[src/rtl/alu_seq_pkg.sv]
// Shared definitions for the alu_seq accumulator sequencer: opcode
// constants, FSM state encoding, flag bit positions and ALU selects.
package alu_seq_pkg;

    typedef enum logic [1:0] {
        IDLE = 2'd0,
        EXEC = 2'd1,
        DAA1 = 2'd2,
        DAA2 = 2'd3
    } stateT;

    localparam logic [3:0] OP_ADD = 4'd0;
    localparam logic [3:0] OP_ADC = 4'd1;
    localparam logic [3:0] OP_SUB = 4'd2;
    localparam logic [3:0] OP_SBB = 4'd3;
    localparam logic [3:0] OP_ANA = 4'd4;
    localparam logic [3:0] OP_XRA = 4'd5;
    localparam logic [3:0] OP_ORA = 4'd6;
    localparam logic [3:0] OP_CMP = 4'd7;
    localparam logic [3:0] OP_INR = 4'd8;
    localparam logic [3:0] OP_DCR = 4'd9;
    localparam logic [3:0] OP_DAA = 4'd10;
    localparam logic [3:0] OP_LDA = 4'd11;
    localparam logic [3:0] OP_STC = 4'd12;
    localparam logic [3:0] OP_CMC = 4'd13;
    localparam logic [3:0] OP_CMA = 4'd14;
    localparam logic [3:0] OP_NOP = 4'd15;

    localparam logic [2:0] ALU_ADD = 3'b000;
    localparam logic [2:0] ALU_SUB = 3'b010;

    localparam int FLAG_S  = 7;
    localparam int FLAG_Z  = 6;
    localparam int FLAG_AC = 4;
    localparam int FLAG_P  = 2;
    localparam int FLAG_C  = 0;

    // Implemented flag bits; bits 5, 3 and 1 always read as zero.
    localparam logic [7:0] FLAG_MASK     = 8'hD5;
    // Same set without carry, for ops that keep the old carry.
    localparam logic [7:0] FLAG_MASK_NOC = 8'hD4;

    // Ops 0-6 map straight onto the ALU select.
    function automatic logic isAluOp(input logic [3:0] op);
        return (op <= OP_ORA);
    endfunction

endpackage

[src/rtl/alu_seq.sv]
// alu_seq: accumulator/flag sequencer around an external 8-bit ALU.
// Ports:
//   iClk, iRst          clock, synchronous active-high reset
//   iOpV/oOpR           op handshake (ready only in IDLE)
//   iOp, iData          opcode and operand/load data
//   oAcc, oFlg, oDone   accumulator, flag register, completion pulse
//   oAluS/A/B/F         drive to the ALU (all zero in IDLE)
//   iAluY, iAluF        ALU result and result flags
//
// state | meaning
// IDLE  | ready, waiting for iOpV
// EXEC  | single-pass op, write at end of cycle
// DAA1  | decimal adjust, low-nibble correction pass
// DAA2  | decimal adjust, high-nibble correction pass
module alu_seq
    import alu_seq_pkg::*;
(
    input  logic       iClk,
    input  logic       iRst,
    input  logic       iOpV,
    output logic       oOpR,
    input  logic [3:0] iOp,
    input  logic [7:0] iData,
    output logic [7:0] oAcc,
    output logic [7:0] oFlg,
    output logic       oDone,
    output logic [2:0] oAluS,
    output logic [7:0] oAluA,
    output logic [7:0] oAluB,
    output logic [7:0] oAluF,
    input  logic [7:0] iAluY,
    input  logic [7:0] iAluF
);

    stateT      state;
    logic [3:0] opReg;
    logic [7:0] dataReg;
    logic       ac1;
    logic       upper;

    logic daaLow;
    logic daaHigh;

    // Low correction is decided from the accumulator at accept; high
    // correction from the pass-1 result and carry as DAA1 ends.
    assign daaLow  = (oAcc[3:0] > 4'd9) || oFlg[FLAG_AC];
    assign daaHigh = (iAluY[7:4] > 4'd9) || oFlg[FLAG_C] || iAluF[FLAG_C];

    always_ff @(posedge iClk) begin
        if (iRst) begin
            state   <= IDLE;
            oOpR    <= 1'b1;
            oDone   <= 1'b0;
            oAcc    <= 8'h00;
            oFlg    <= 8'h00;
            opReg   <= OP_NOP;
            dataReg <= 8'h00;
            ac1     <= 1'b0;
            upper   <= 1'b0;
            oAluS   <= 3'b000;
            oAluA   <= 8'h00;
            oAluB   <= 8'h00;
            oAluF   <= 8'h00;
        end else begin
            oDone <= 1'b0;
            unique case (state)
                IDLE: begin
                    if (iOpV) begin
                        opReg   <= iOp;
                        dataReg <= iData;
                        oOpR    <= 1'b0;
                        if (iOp == OP_DAA) begin
                            state <= DAA1;
                            oAluS <= ALU_ADD;
                            oAluA <= oAcc;
                            oAluB <= daaLow ? 8'h06 : 8'h00;
                            oAluF <= oFlg;
                        end else begin
                            state <= EXEC;
                            oAluA <= 8'h00;
                            oAluB <= 8'h00;
                            oAluF <= 8'h00;
                            oAluS <= 3'b000;
                            if (isAluOp(iOp) || iOp == OP_CMP) begin
                                oAluS <= (iOp == OP_CMP) ? ALU_SUB : iOp[2:0];
                                oAluA <= oAcc;
                                oAluB <= iData;
                                oAluF <= oFlg;
                            end else if (iOp == OP_INR || iOp == OP_DCR) begin
                                oAluS <= (iOp == OP_DCR) ? ALU_SUB : ALU_ADD;
                                oAluA <= oAcc;
                                oAluB <= 8'h01;
                                oAluF <= oFlg;
                            end
                        end
                    end
                end
                EXEC: begin
                    if (isAluOp(opReg)) begin
                        oAcc <= iAluY;
                        oFlg <= iAluF & FLAG_MASK;
                    end else begin
                        case (opReg)
                            OP_CMP: oFlg <= iAluF & FLAG_MASK;
                            OP_INR, OP_DCR: begin
                                oAcc <= iAluY;
                                oFlg <= (iAluF & FLAG_MASK_NOC) | {7'b0, oFlg[FLAG_C]};
                            end
                            OP_LDA: oAcc <= dataReg;
                            OP_CMA: oAcc <= ~oAcc;
                            OP_STC: oFlg[FLAG_C] <= 1'b1;
                            OP_CMC: oFlg[FLAG_C] <= ~oFlg[FLAG_C];
                            default: ;
                        endcase
                    end
                    state <= IDLE;
                    oOpR  <= 1'b1;
                    oDone <= 1'b1;
                    oAluS <= 3'b000;
                    oAluA <= 8'h00;
                    oAluB <= 8'h00;
                    oAluF <= 8'h00;
                end
                DAA1: begin
                    oAcc  <= iAluY;
                    ac1   <= iAluF[FLAG_AC];
                    upper <= daaHigh;
                    oAluA <= iAluY;
                    oAluB <= daaHigh ? 8'h60 : 8'h00;
                    state <= DAA2;
                end
                DAA2: begin
                    oAcc <= iAluY;
                    oFlg <= (iAluF & 8'hC4)
                          | {3'b000, ac1, 4'b0000}
                          | {7'b0, upper | oFlg[FLAG_C]};
                    state <= IDLE;
                    oOpR  <= 1'b1;
                    oDone <= 1'b1;
                    oAluS <= 3'b000;
                    oAluA <= 8'h00;
                    oAluB <= 8'h00;
                    oAluF <= 8'h00;
                end
                default: begin
                    state <= IDLE;
                    oOpR  <= 1'b1;
                end
            endcase
        end
    end

endmodule

[config.mk]
export PLATFORM = sky130hd
export DESIGN_NAME = alu_seq
export DESIGN_NICKNAME = d
export VERILOG_FILES = /design/src/rtl/alu_seq_pkg.sv /design/src/rtl/alu_seq.sv
export SDC_FILE = /design/constraint.sdc
export NUM_CORES = 1
export LEC_CHECK = 0
export BUFFER_PORTS_ARGS = -buffer_cell sky130_fd_sc_hd__buf_2
export CAP_MARGIN = 20
export CORE_UTILIZATION = 50
export DETAILED_ROUTE_END_ITERATION = 7
export PLACE_DENSITY = 0.83
export SYNTH_ARGS = -nofsm -noshare
export SYNTH_HDL_FRONTEND = slang
export SYNTH_SLANG_ARGS = --single-unit
export TNS_END_PERCENT = 20
[constraint.sdc]
create_clock -name iClk -period 1.7 [get_ports iClk]
set_clock_uncertainty 0.2 [all_clocks]
set_input_delay 0.34 -clock iClk [delete_from_list [all_inputs] [get_ports iClk]]
set_output_delay 0.34 -clock iClk [all_outputs]
set_load 0.03 [all_outputs]
# --- Word-level counts from Yosys, hierarchy flattened ---
# Cells that the tools add are included.
totals:
  reg_bits: 61
  inputBits: 31
  output_inout_bits: 45
  elab_cells: 96
op_classes:
  n_lt_le_gt_ge: 4
  eq_ne: 18
  n_mux: 37
  n_bitwise: 6
  n_reduce_logical: 17
op_table:
  columns: ["cell", "n"]
  rows:
  - ["8-bit two-way mux", 13]
  - ["8-bit case mux with 3 select lines", 3]
  - ["8-bit case mux with 2 select lines", 3]
  - ["4-bit == test, second input constant", 9]
  - ["8-bit by 1-bit bitwise OR with 8-bit output", 2]
  - ["3-bit two-way mux", 5]
  - ["7-bit case mux with 2 select lines", 1]
  - ["2-bit AND reduction", 5]
  - ["4-bit by 3-bit == test with 1-bit output, second input constant", 2]
  - ["4-bit > comparator, second input constant", 2]
  - ["4-bit by 3-bit less-or-equal comparator with 1-bit output, second input constant", 2]
  - ["2-bit two-way mux", 4]
  - ["8-bit inverter", 1]
  - ["8-bit by 5-bit bitwise OR with 8-bit output", 1]
  - ["7-bit two-way mux", 1]
  - ["6-bit by 4-bit != test with 1-bit output, second input constant", 1]
  - ["2-bit case mux with 3 select lines", 1]
  - ["3-bit case mux with 2 select lines", 1]
  - ["2-bit nonzero test", 3]
  - ["2-bit OR reduction", 3]
  - ["1-bit logical OR", 5]
  - ["5-bit by 3-bit != test with 1-bit output, second input constant", 1]
  - ["2-bit == test, second input constant", 2]
  - ["4-bit != test, second input constant", 1]
  - ["8 further kinds", 10]

# --- Longest topological paths before layout ---
# Gate-level depths: netlist of the first run.
logic_depth:
  word_depth: 7
  mapped_depth: 6
  depth_no_buf: 4

# --- Worst setup path before layout of the first run ---
# No wires, ideal clock.
synth_path:
  path_kind: "register -> register"
  from: "register opReg[0]"
  to: "register oAcc[3]"
  setup_time_ns: 0.129
  arrival_ns: 1.139
  required_ns: 1.371
  slack_ns: 0.232
  stages_incl_launch_ff: 6
  path_buffers: 1
  period_less_slack_ns: 1.468
  path_cell_list: "dfxtp_1 -> nand2b_1 -> clkbuf_1 -> o2bb2ai_1 -> a221oi_1 -> nor3_1"
synth_between:
  elab_chain_len: 5
  word_cells_on_any_way: 11
  cone_classes: "order compare (1); eq/ne (5); mux (3); reduce/logical (2)"
synth_rtl:
  columns: ["element", "line_no", "text"]
  rows:
  - ["from (decl)", "alu_seq.sv:36", "logic [3:0] opReg;"]
  - ["from (signal assigned)", "alu_seq.sv:69", "opReg <= iOp;"]
  - ["4-bit == test", "alu_seq.sv:103", "case (opReg)"]
  - ["2-bit OR reduction", "alu_seq.sv:103", null]
  - ["8-bit case mux with 3 select lines", "alu_seq.sv:103", null]
  - ["8-bit two-way mux", "alu_seq.sv:99", "if (isAluOp(opReg)) begin"]
  - ["8-bit case mux with 2 select lines", "alu_seq.sv:66", "unique case (state)"]
  - ["to (signal assigned)", "alu_seq.sv:100", "oAcc <= iAluY;"]
  - ["to (signal assigned)", "alu_seq.sv:106", "oAcc <= iAluY;"]
  - ["to (signal assigned)", "alu_seq.sv:109", "OP_LDA: oAcc <= dataReg;"]
  - ["to (decl)", "alu_seq.sv:24", "output logic [7:0] oAcc,"]
# Several ways; a longest one is shown, not always the timed one.
# A chain may end at the register's enable or synchronous reset.

# --- Final worst setup path of the first run ---
# Ends and elaborated chain as after synthesis.

==> out/results.env, run 1 <==
RUN_STATUS='finished, final reports clean'
CLOCK_TREE_ROOT_DRIVER_CELL='sky130_fd_sc_hd__clkbuf_8'
FLOW.AREA_GROWTH_FROM_SYNTHESIS_PCT=22.02
VIAS_PER_CELL=5.462
INITIAL_DRT_MARKERS=108
NETLIST.TOP_CELL.BY_AREA='sky130_fd_sc_hd__dfxtp_1'
PIN_COUNT=76
UTILIZATION_PCT=63.90
CTS.REPORTEDPATHS.CLKPINSLEW_NS=0.09
GRT.TOTAL_USAGE_PCT=23.76
STARTPOINT_OF_THE_WORST_SLACK_REG_TO_REG_TIMING_PATH='opReg[0]'
FIRST_GLOBAL_VIAS=2141
WORST_EP_REQUIRED_TIME_NS=1.68
SYNTH_EDF_COUNT=0
CTS_POST_SETUP_BUFFERS_INSERTED=0
ASYNCSETRESETFLOPFRACSYNTH_PCT=0
POST_SYNTH_INSTANCE_AREA_SQ_UM=2506
WIRELENGTH_MICRONS=6004
TRITONCTS.NUM_BUFFERS=5
START_UTIL_PCT=52.37
SETUP_VIOL_COUNT_FINAL=0
YOSYS.CELL_TYPES.COUNT=46
PLACEMENT.IO_BUFFERS=66
RSZ0062_AT_GRT='no'
VIAS=2354
PATH_MAX_FANOUT=8
DIODES=0
SYNTH-WARNING-COUNT=0
FINAL_CELL_AREA_SQ_UM=3058
WORST_R2R_ENDPOINT='oAcc[3]'
WORSTSETUPPATHTYPE='flop to flop'
FINALNETCOUNT=394
HOLD_START='iAluF[7]'
SYNTH-SEQ-AREA-SHARE_PCT=43.93
SYNTH_TOP_CELL_AREA_SHARE_PCT=43.93
MAXCLOCKFREQUENCY_MHz=633.8
PLACEDINSTANCEAREA_SQ_UM=2937
WORSTHOLDPATHTYPE='input pin to flop'
WORST_SETUP_PATH_STARTPOINT='opReg[0]'
YS_TOP_CELLS_BY_AREA='sky130_fd_sc_hd__dfxtp_1 44%, sky130_fd_sc_hd__nor2_1 5.2%, sky130_fd_sc_hd__nand2_1 4.6%'
NUM_ROWS=25
DIE_H_MICRONS=72.80
SETUP.WORST_PATH.END_CLASS='flop'
TIMING.FINAL.CRIT_PERIOD_NS=1.578
CTS-HTREE-LEVELS=2
COMMONEST_NON_FILL_NON_TAP_CELL_IN_THE_LAYOUT='sky130_fd_sc_hd__buf_2'
CLOCK_INSERTION_DELAY_WORST_SKEW_NS=0.30
POSTSYNTHCELLCOUNT=290
VDD.IR_DROP.WORST_mV=0.5253
FINAL_WEIGHTED_CONGESTION_IN_ROUTABILITY_DRIVEN_PLACEMENT=0.8133
ENDPOINT='oAcc[3]'
GRT_START_MAX_NET_PINS=36
START_KIND='flop'
WORSTPATHARRIVAL_NS=1.56
DIE-WIDTH_MICRONS=72.80
ROUTED_WIRE_LENGTH_PER_INSTANCE_MICRONS=13.93
POSTSYNTHAREAPERCELL_SQ_UM=8.642
CTSLONGESTPATHBUFFERS=2
DETAIL_ROUTE.FIRST_PASS.ITERATIONS=4
MOSTFREQUENTLAYOUTCELLS='66 x sky130_fd_sc_hd__buf_2, 51 x sky130_fd_sc_hd__dfxtp_1, 35 x sky130_fd_sc_hd__nor2_1, 31 x sky130_fd_sc_hd__nand2_1'
CAP_VIOL_MAX_COUNT=0
WORST_R2R_PATH_CELLS=4
DRIVE_ABOVE_1_SHARE_PCT=29.40
FINALSETUPTNS_NS=0
PWR_DENSITY_CELL_nW_PER_UM2=910.4
DOMINANTREGCELLSYNTH='sky130_fd_sc_hd__dfxtp_1'
CORE_AR_SQ_UM=4786
FIRST_PASS_GRT_WIRE_LENGTH_MICRONS=9832
TIMING.FINAL.CRIT_SHARE_PCT=92.82
REPORT.FINAL.SLEW_VIOL_COUNT=0
CLOCK_SINK_COUNT=55
HPWLAFTERDP_MICRONS=4396
YOSYS_REGISTER_BITS=55
TIMING.REG2REG.SETUP_SLACK_NS=0.12
FINAL-HOLD-VIOLATION-COUNT=0
TRITONCTS='done'
POST-ROUTE-DRC-COUNT=0
TOTAL_LEAKAGE_POWER_nW=1.341
DRT.ANTENNA.VIOLATING_NETS=0
DIE_AREA_SQ_UM=5299
GR-TOTAL-OVERFLOW=0
ANTENNA_FOUND_INITIAL=0
HOLD_BUFFERS=0
## power by group
group          switching [mW]  internal [mW]
Combinational           0.369          0.209
Clock                   0.405          0.373
Sequential             0.0637           1.36
Total                   0.838           1.95
## worst max-delay path: stages (launching register included)
cell                        delay [ns]
sky130_fd_sc_hd__dfxtp_1          0.44
sky130_fd_sc_hd__nand2b_1         0.32
sky130_fd_sc_hd__o2bb2ai_1        0.13
sky130_fd_sc_hd__a221oi_1         0.29
sky130_fd_sc_hd__nor3_1           0.08
## stage by stage
step / instances / power, mW / hold slack [ns] / setup slack (ns)
5_1_grt: 431 / 2.928 / 0.07972 / 0.004761
3_5_place_dp: 423 / 2.026 / 0.2525 / 0.02051
4_1_cts: 431 / 2.790 / 0.07933 / 0.009308
2_1_floorplan: 295 / 1.851 / 0.2366 / 0.2317
3_3_place_gp: 423 / 2.012 / 0.2442 / 0.04869
6_report: 431 / 2.784 / 0.07477 / 0.1221
## sequential cells by signal (all words and copies together) (netlist names)
name	cells
ac1	1
oDone	1
opReg	4
upper	1
oAcc	8
oOpR	1
oAluB	8
oAluA	8
state	2
oAluF	5
oFlg	5
oAluS	3
dataReg	8
## synthesized netlist by cell type, types with 2 or more instances
cell type and number:
sky130_fd_sc_hd__nand2b_1 6, sky130_fd_sc_hd__a22oi_1 6, sky130_fd_sc_hd__a21oi_1 20, sky130_fd_sc_hd__buf_6 3, sky130_fd_sc_hd__a211oi_1 9, sky130_fd_sc_hd__nand3_1 6
sky130_fd_sc_hd__nand3b_1 9, sky130_fd_sc_hd__o2bb2ai_1 8, sky130_fd_sc_hd__inv_1 5, sky130_fd_sc_hd__clkbuf_1 9, sky130_fd_sc_hd__buf_2 5, sky130_fd_sc_hd__a32oi_1 2
sky130_fd_sc_hd__nor3_1 17, sky130_fd_sc_hd__nand2_1 31, sky130_fd_sc_hd__buf_4 8, sky130_fd_sc_hd__o21ai_0 10, sky130_fd_sc_hd__or3_1 2, sky130_fd_sc_hd__mux2i_1 5
sky130_fd_sc_hd__dfxtp_1 55, sky130_fd_sc_hd__o21ai_2 2, sky130_fd_sc_hd__a221oi_1 8, sky130_fd_sc_hd__nor2b_1 6, sky130_fd_sc_hd__nor2_1 35
## layout make-up
type / count / area (sq um)
Fill cell: 417 / 1728
Sequential cell: 55 / 1109
Multi-Input combinational cell: 210 / 1266
Clock buffer: 8 / 100.1
Inverter: 5 / 18.77
Timing Repair Buffer: 86 / 480.5
Tap cell: 67 / 83.83
## worst min-delay path by stage
stage,depth (start not counted),end
after floorplan,2,dataReg[0]
after global placement,1,oOpR
after detailed placement,2,dataReg[2]
after CTS,3,dataReg[2]
after global routing,3,dataReg[6]
final,3,oFlg[7]
## per-layer routing
metal  track usage (%)  vias up  part of all wire (%)  wire, microns
met4             6.754        0                  0.73             44
li1                  -     1171                     -              -
met5                 0        -                     0              0
met1             30.04     1110                    45           2693
met3             4.696        4                   4.4            266
met2             41.12       69                    50           3000
## cells by family (layout without fill, tap and decap cells)
logic type	after synthesis	count (layout)	synth area share [%]
AO/OA/AOI/OAI	79	79	22.47
buffers and inverters	30	99	6.840
flip-flops	55	55	43.93
multiplexers	5	5	1.997
other	1	6	0.1496
AND/OR/NAND/NOR	120	120	24.61
## what timing repair did
item,in CTS,in global routing
hold endpoints to repair,0,0
setup endpoints to repair,0,26
resized for setup,0,7
No activity file was read; power rests on OpenSTA's default activity.
==> run 2, diff against run 1 <==
- CELL_PAD_IN_SITES_DETAIL_PLACEMENT: unset -> 1
- CELL_PAD_IN_SITES_GLOBAL_PLACEMENT: unset -> 1
- CORE_UTILIZATION: 50 -> 37
- PLACE_DENSITY: 0.83 -> 0.84
==> run 2 against run 1 <==
Effect of this change: the run now ends with design-rule violations left; combinational power increased by 5.0%; count of clock-buffer cells in the layout is 3 lower; non-clock buffer count increased by 1; global-route usage down 3.2 points; hold slack worse by 0.017 ns; critical path depth did not move; routed wire length is 19% higher; sequential share of layout area is 0.89 points lower; final cell count is 2.6% higher; critical path type unchanged; critical endpoint is now oAcc[5]; highest routed layer unchanged.
==> out/results.env, run 2 (synthesis gave the netlist of run 1 again) <==
NUM_ROWS=29  # +16%
CORE_AR_SQ_UM=6459  # +35%
CRIT_PATH_CELL_CHAIN='nand4bb_1, a41oi_4, a221oi_1, nor3_1'
DIE_H_MICRONS=84.30  # +16%
TIMING.HOLD.WORST_PATH_DEPTH=3  # unchanged
FINAL-HOLD-VIOLATION-COUNT=0  # unchanged
VIAS=2383  # +1.2%
FINALSETUPTNS_NS=0  # unchanged
CTS.REPORTEDPATHS.CLKPINSLEW_NS=0.10  # about the same
GR-TOTAL-OVERFLOW=0  # unchanged
TRITONCTS='done'
PWR_DENSITY_CELL_nW_PER_UM2=930.8  # +2.2%
SETUP_VIOL_COUNT_FINAL=0  # unchanged
INITIAL_DRT_MARKERS=63  # -42%
MULTI_INPUT_AREA_SQ_UM=1284  # +1.4%
CLOCK_TREE_ROOT_DRIVER_CELL='sky130_fd_sc_hd__clkbuf_8'
CLOCK_SINK_COUNT=55  # unchanged
CRITICAL_PATH_TOP_DELAY_CELL='sky130_fd_sc_hd__dfxtp_2'
MOSTFREQUENTLAYOUTCELLS='66 x sky130_fd_sc_hd__buf_2, 50 x sky130_fd_sc_hd__dfxtp_1, 35 x sky130_fd_sc_hd__nor2_1, 31 x sky130_fd_sc_hd__nand2_1'
WORST_R2R_ENDPOINT='oAcc[5]'
GRT.TOTAL_USAGE_PCT=20.59  # -3.2 points
TRITONCTS.NUM_BUFFERS=5  # unchanged
VIOLATIONS_IN_THE_FINAL_REPORTS='design-rule violations'
POST-ROUTE-DRC-COUNT=7  # +7
DETAIL_ROUTE.FIRST_PASS.ITERATIONS=6  # +2
HPWLAFTERDP_MICRONS=5253  # +19%
DRT.ANTENNA.VIOLATING_NETS=0  # unchanged
WORST_R2R_PATH_CELLS=4  # unchanged
CTSLONGESTPATHBUFFERS=2  # unchanged
COMMONEST_NON_FILL_NON_TAP_CELL_IN_THE_LAYOUT='sky130_fd_sc_hd__buf_2'
DIODES=0  # unchanged
DIE-WIDTH_MICRONS=84.30  # +16%
FINAL.FILL_COUNT=815  # +95%
CLOCK_INSERTION_DELAY_WORST_SKEW_NS=0.31  # about the same
WIRELENGTH_MICRONS=7119  # +19%
FIRST_GLOBAL_VIAS=2406  # +12%
SEQCELLAREA_SQ_UM=1107  # -0.11%
SETUP.WORST_PATH.END_CLASS='flop'
START_KIND='flop'
TIMING.FINAL.CRIT_PERIOD_NS=1.636  # +0.05839 ns
WORSTSETUPPATHTYPE='flop to flop'
VDD.IR_DROP.WORST_mV=0.4071  # -23%
CRITICAL_PATH.MAX_STAGE_DELAY_NS=0.38  # -0.06 ns
VIAS_PER_CELL=5.391  # -1.3%
PIN_COUNT=76  # unchanged
FINALNETCOUNT=395  # +0.25%
HOLD_BUFFERS=0  # unchanged
PATH_MAX_FANOUT=9  # +1
DESIGN_POWER_TOTAL_mW=2.915  # +4.7%
RUN_STATUS='finished, violations left'
TIMING.REG2REG.SETUP_SLACK_NS=0.06  # -0.06 ns
TOTAL_LEAKAGE_POWER_nW=1.360  # +1.4%
FIRST_PASS_GRT_WIRE_LENGTH_MICRONS=11630  # +18%
WORST_EP_REQUIRED_TIME_NS=1.73  # +0.05 ns
TIMING.FINAL.CRIT_SHARE_PCT=96.25  # +3.4 points
DIE_AREA_SQ_UM=7106  # +34%
REPORT.FINAL.SLEW_VIOL_COUNT=0  # unchanged
WORSTHOLDPATHTYPE='input pin to flop'
GRT_START_MAX_NET_PINS=48  # +33%
STARTPOINT_OF_THE_WORST_SLACK_REG_TO_REG_TIMING_PATH='opReg[2]'
START_UTIL_PCT=38.80  # -14 points
RSZ0062_AT_GRT='no'
MAXCLOCKFREQUENCY_MHz=611.2  # -3.6%
WORST_HOLD_PATH.ENDPOINT='oFlg[6]'
FINAL_WEIGHTED_CONGESTION_IN_ROUTABILITY_DRIVEN_PLACEMENT=0.7818  # -3.9%
FLOW.AREA_GROWTH_FROM_SYNTHESIS_PCT=24.96
WORSTPATHARRIVAL_NS=1.67  # +0.11 ns
PLACEMENT.IO_BUFFERS=66  # unchanged
ROUTED_WIRE_LENGTH_PER_INSTANCE_MICRONS=16.11  # +16%
ANTENNA_FOUND_INITIAL=0  # unchanged
DRIVE_ABOVE_1_SHARE_PCT=30.68  # +1.3 points
CTS-HTREE-LEVELS=2  # unchanged
HOLD_START='iAluF[6]'
CAP_VIOL_MAX_COUNT=0  # unchanged
run 2: worst max path at each step:
stage	start	to	depth (start not counted)
floorplan	opReg[0]	oAcc[3]	5
global placement	state[1]	oAluA[0]	4
detailed placement	state[1]	oAluA[3]	4
CTS	opReg[2]	oAcc[5]	4
global route	state[0]	oAluA[4]	5
finish	opReg[2]	oAcc[5]	4
run 2: power breakdown:
| part | total [mW] | switching [mW] | internal (mW) |
|---|---|---|---|
| Sequential | 1.43 | 0.0655 | 1.37 |
| Combinational | 0.608 | 0.390 | 0.218 |
| Clock | 0.877 | 0.437 | 0.439 |
| Total | 2.92 | 0.893 | 2.02 |
run 2: cell type report:
cell class | instances | area share [%]
multi-input combinational | 210 | 40.99
sequential | 55 | 35.36
timing repair buffer | 87 | 16.38
tap | 77 | 3.076
clock buffer | 5 | 2.197
clock inverter | 3 | 1.398
inverter | 5 | 0.5993
run 2: metal layers:
metal / vias to the layer above / global-route usage, % / routed length [microns]
li1: 1178 / - / -
met1: 1146 / 25.00 / 3149
met2: 54 / 37.85 / 3653
met3: 5 / 3.540 / 277
met4: 0 / 4.702 / 38
met5: - / 0 / 0
run 2: repair_timing:
item / 4_1_cts / 5_1_grt
endpoints found under the setup margin: 7 / 17
buffers inserted: 0 / 0
pin swaps: 1 / 0
resized for setup: 3 / 8
run 2: per-stage QoR:
step	setup slack, ns	instances	util, %	instance area (sq um)	hold WS (ns)
detailed placement	-0.005205	434	46.16	2982	0.2500
floorplan	0.2317	295	-	2525	0.2366
finish	0.06375	442	48.49	3132	0.05815
CTS	0.003518	442	48.18	3112	0.04138
global placement	0.01534	434	46.16	2982	0.2423
global route	0.0007793	442	48.49	3132	0.07513
run 2: critical path: cells and delay by family (launching register included):
kind	cells	cell delay (ns)
flip-flops	1	0.38
AND/OR/NAND/NOR	2	0.51
AO/OA/AOI/OAI	2	0.46
==> run 3, diff against run 2 <==
- ABC_AREA: unset -> 1
- CORE_UTILIZATION: 37 -> 36
- PLACE_DENSITY: 0.84 -> 0.85
==> run 3 against run 2 <==
Effect of this change: the flow now finishes without violations; count of clock-buffer cells in the layout unchanged; hold slack worse by 0.015 ns; sequential cell count unchanged; sequential share of layout area down 2.1 points; register-to-register slack better by 0.06 ns; via count up 16%; non-clock buffer count down 2; sequential power about the same; die area up 7.6%; final cell count up 27%; clock power up 19%; routed wire length up 13%; critical path type unchanged; critical endpoint is now oAcc[1]; largest power group unchanged; highest routed layer unchanged.
==> out/results.env, run 3 <==
RUN_STATUS='finished, final reports clean'
TIMING.FINAL.CRIT_PERIOD_NS=1.579  # -0.05734 ns
YOSYS.CELL_COUNT.TOP_TYPE='sky130_fd_sc_hd__nand2_1'
SETUP.WORST_PATH.END_CLASS='flop'
START_UTIL_PCT=38.06  # -0.74 points
MET2WIRELENGTH_MICRONS=3879  # +6.2%
INITIAL_DRT_MARKERS=85  # +35%
REPORT.FINAL.SLEW_VIOL_COUNT=0  # unchanged
CLOCK_TREE_ROOT_DRIVER_CELL='sky130_fd_sc_hd__clkbuf_8'
HOLD_BUFFERS=0  # unchanged
MET3_WIRELENGTH_MICRONS=343  # +24%
MULTI_INPUT_AREA_SQ_UM=1319  # +2.7%
FINAL_WEIGHTED_CONGESTION_IN_ROUTABILITY_DRIVEN_PLACEMENT=0.8368  # +7.0%
NETLIST.TOP_CELL.BY_AREA='sky130_fd_sc_hd__dfxtp_1'
POSTSYNTHCELLCOUNT=387  # +33%
TOP_LAYER_USED='met4'
YOSYS_REGISTER_BITS=55  # unchanged
PLACEMENT.IO_BUFFERS=66  # unchanged
WORST_R2R_PATH_CELLS=9  # +5
FINAL.FILL_COUNT=955  # +17%
POST_SYNTH_INSTANCE_AREA_SQ_UM=2629  # +4.9%
SETUP_VIOL_COUNT_FINAL=0  # unchanged
GRT_START_MAX_NET_PINS=36  # -25%
TRITONCTS.NUM_BUFFERS=5  # unchanged
TRITONCTS='done'
DIE_AREA_SQ_UM=7648  # +7.6%
FLOW.AREA_GROWTH_FROM_SYNTHESIS_PCT=26.61
FIRST_PASS_GRT_WIRE_LENGTH_MICRONS=13180  # +13%
HPWLAFTERDP_MICRONS=5830  # +11%
POST_SYNTH_MOST_FREQUENT_CELLS='115 x sky130_fd_sc_hd__nand2_1, 55 x sky130_fd_sc_hd__dfxtp_1, 49 x sky130_fd_sc_hd__nor2_1, 32 x sky130_fd_sc_hd__inv_1'
FINALSETUPTNS_NS=0  # unchanged
POSTSYNTHAREAPERCELL_SQ_UM=6.793  # -21%
GRT.TOTAL_USAGE_PCT=21.91  # +1.3 points
FINALNETCOUNT=496  # +26%
ROUTED_WIRE_LENGTH_PER_INSTANCE_MICRONS=14.28  # -11%
CTS.REPORTEDPATHS.CLKPINSLEW_NS=0.11  # about the same
CAP_VIOL_MAX_COUNT=0  # unchanged
NUM_ROWS=30  # +3.4%
WORSTSETUPPATHTYPE='flop to flop'
DIE-WIDTH_MICRONS=87.45  # +3.7%
CTS-HTREE-LEVELS=2  # unchanged
SYNTH-WARNING-COUNT=0  # unchanged
POST-ROUTE-DRC-COUNT=0  # -7
DIE_H_MICRONS=87.45  # +3.7%
ASYNCSETRESETFLOPFRACSYNTH_PCT=0  # unchanged
SEQCELLAREA_SQ_UM=1107  # unchanged
FIRST_GLOBAL_VIAS=2785  # +16%
PWR_DENSITY_CELL_nW_PER_UM2=987.8  # +6.1%
ANTENNA_FOUND_INITIAL=0  # unchanged
HOLD_WS_NS=0.04334  # -0.01480 ns
WORSTHOLDPATHTYPE='input pin to flop'
GR-TOTAL-OVERFLOW=0  # unchanged
DOMINANTREGCELLSYNTH='sky130_fd_sc_hd__dfxtp_1'
SYNTH_EDF_COUNT=0  # unchanged
ROUTE.LAYER.MET1.WL_MICRONS=3656  # +16%
MAXCLOCKFREQUENCY_MHz=633.3  # +3.6%
COMMONEST_NON_FILL_NON_TAP_CELL_IN_THE_LAYOUT='sky130_fd_sc_hd__nand2_1'
YS_TOP_CELLS_BY_AREA='sky130_fd_sc_hd__dfxtp_1 42%, sky130_fd_sc_hd__nand2_1 16%, sky130_fd_sc_hd__nor2_1 7.0%'
DETAIL_ROUTE.FIRST_PASS.ITERATIONS=4  # -2
WORST_EP_REQUIRED_TIME_NS=1.75  # +0.02 ns
VDD.IR_DROP.WORST_mV=0.4568  # +12%
FINAL-HOLD-VIOLATION-COUNT=0  # unchanged
YOSYS.CELL_TYPES.COUNT=29  # -37%
VIAS=2763  # +16%
DESIGN_POWER_TOTAL_mW=3.288  # +13%
CORE_AR_SQ_UM=6907  # +6.9%
WIRELENGTH_MICRONS=8024  # +13%
CLOCK_INSERTION_DELAY_WORST_SKEW_NS=0.32  # about the same
CLOCK_SINK_COUNT=55  # unchanged
TIMING.FINAL.CRIT_SHARE_PCT=92.88  # -3.4 points
TIMING.REG2REG.SETUP_SLACK_NS=0.12  # +0.06 ns
VIAS_PER_CELL=4.916  # -8.8%
PIN_COUNT=76  # unchanged
MOSTFREQUENTLAYOUTCELLS='115 x sky130_fd_sc_hd__nand2_1, 66 x sky130_fd_sc_hd__buf_2, 50 x sky130_fd_sc_hd__dfxtp_1, 47 x sky130_fd_sc_hd__nor2_1, 32 x sky130_fd_sc_hd__inv_1'
SYNTH-SEQ-AREA-SHARE_PCT=41.88  # -2.0 points
SYNTH_TOP_CELL_AREA_SHARE_PCT=41.88  # -2.0 points
CTSLONGESTPATHBUFFERS=2  # unchanged
PATH_MAX_FANOUT=8  # -1
DIODES=0  # unchanged
DRIVE_ABOVE_1_SHARE_PCT=25.54  # -5.1 points
TOTAL_LEAKAGE_POWER_nW=1.682  # +24%
WORSTPATHARRIVAL_NS=1.63  # -0.04 ns
START_KIND='flop'
DRT.ANTENNA.VIOLATING_NETS=0  # unchanged
TIMING.HOLD.WORST_PATH_DEPTH=3  # unchanged
## run 3: cell count changes in the layout (fill, tap and decap cells not counted), sizes merged, moves of 7 or more
cell,delta
nand2,+90
inv,+30
nand3,+19
nor2,+18
nor3,-17
o21ai,+17
a31oi,+10
nand3b,-9
a211oi,-8
a221oi,-8
o2bb2ai,-8
a21oi,+7
## run 3: through the flow
stage	std cells	utilization [%]	instance area [sq um]	setup slack, ns
CTS	562	47.86	3306	0.01053
global route	562	48.19	3328	-0.005266
floorplan	392	-	2648	0.2156
finish	562	48.19	3328	0.1211
global placement	554	45.80	3163	0.09440
detailed placement	554	45.80	3163	0.02511
## run 3: area by class of cell
type	instances	share of cell area, %
inverters	35	3.947
clock buffers	5	2.068
flip-flops and latches	55	33.27
well taps	96	3.609
repair buffers	85	15.45
multi-input cells	283	39.62
clock inverters	3	2.030
## run 3: final timing paths
check / start / endpoint
worst max-delay path: state[1] / oAcc[1]
worst min-delay path: iAluF[6] / oFlg[6]
worst max register to register: state[1] / oAcc[1]
worst min register to register: oAluF[7] / oAluF[7]
## run 3: routing by layer
metal  GRT usage [%]  up-vias
met2           38.28       66
met3           3.507       13
met4           6.259        0
li1                -     1382
met5               0        -
met1           27.72     1302
## run 3: worst max-delay path: stages, from the launching register on
cell and delay (ns):
sky130_fd_sc_hd__dfxtp_1 0.36, sky130_fd_sc_hd__buf_4 0.17, sky130_fd_sc_hd__nor2_2 0.17, sky130_fd_sc_hd__inv_1 0.10
sky130_fd_sc_hd__o21ai_4 0.09, sky130_fd_sc_hd__buf_6 0.17, sky130_fd_sc_hd__nand2_1 0.06, sky130_fd_sc_hd__nand2_1 0.07
sky130_fd_sc_hd__nor2_1 0.04, sky130_fd_sc_hd__nor2_1 0.08
## run 3: cell families after synthesis
logic type	Yosys count	synth area share, %
flip-flops	55	41.88
other	1	0.1427
AND/OR/NAND/NOR	203	32.41
AO/OA/AOI/OAI	74	16.18
buffers and inverters	54	9.377
## run 3: power breakdown
group / leakage, nW / internal (mW) / switching, mW
Sequential: 0.450 / 1.38 / 0.0702
Combinational: 1.17 / 0.261 / 0.531
Clock: 0.0644 / 0.588 / 0.457
Total: 1.68 / 2.23 / 1.06
## run 3: what timing repair did
item | 4_1_cts | 5_1_grt
setup endpoints to repair | 3 | 11
resized for setup | 2 | 9
pin swaps | 0 | 0
setup buffers | 0 | 0
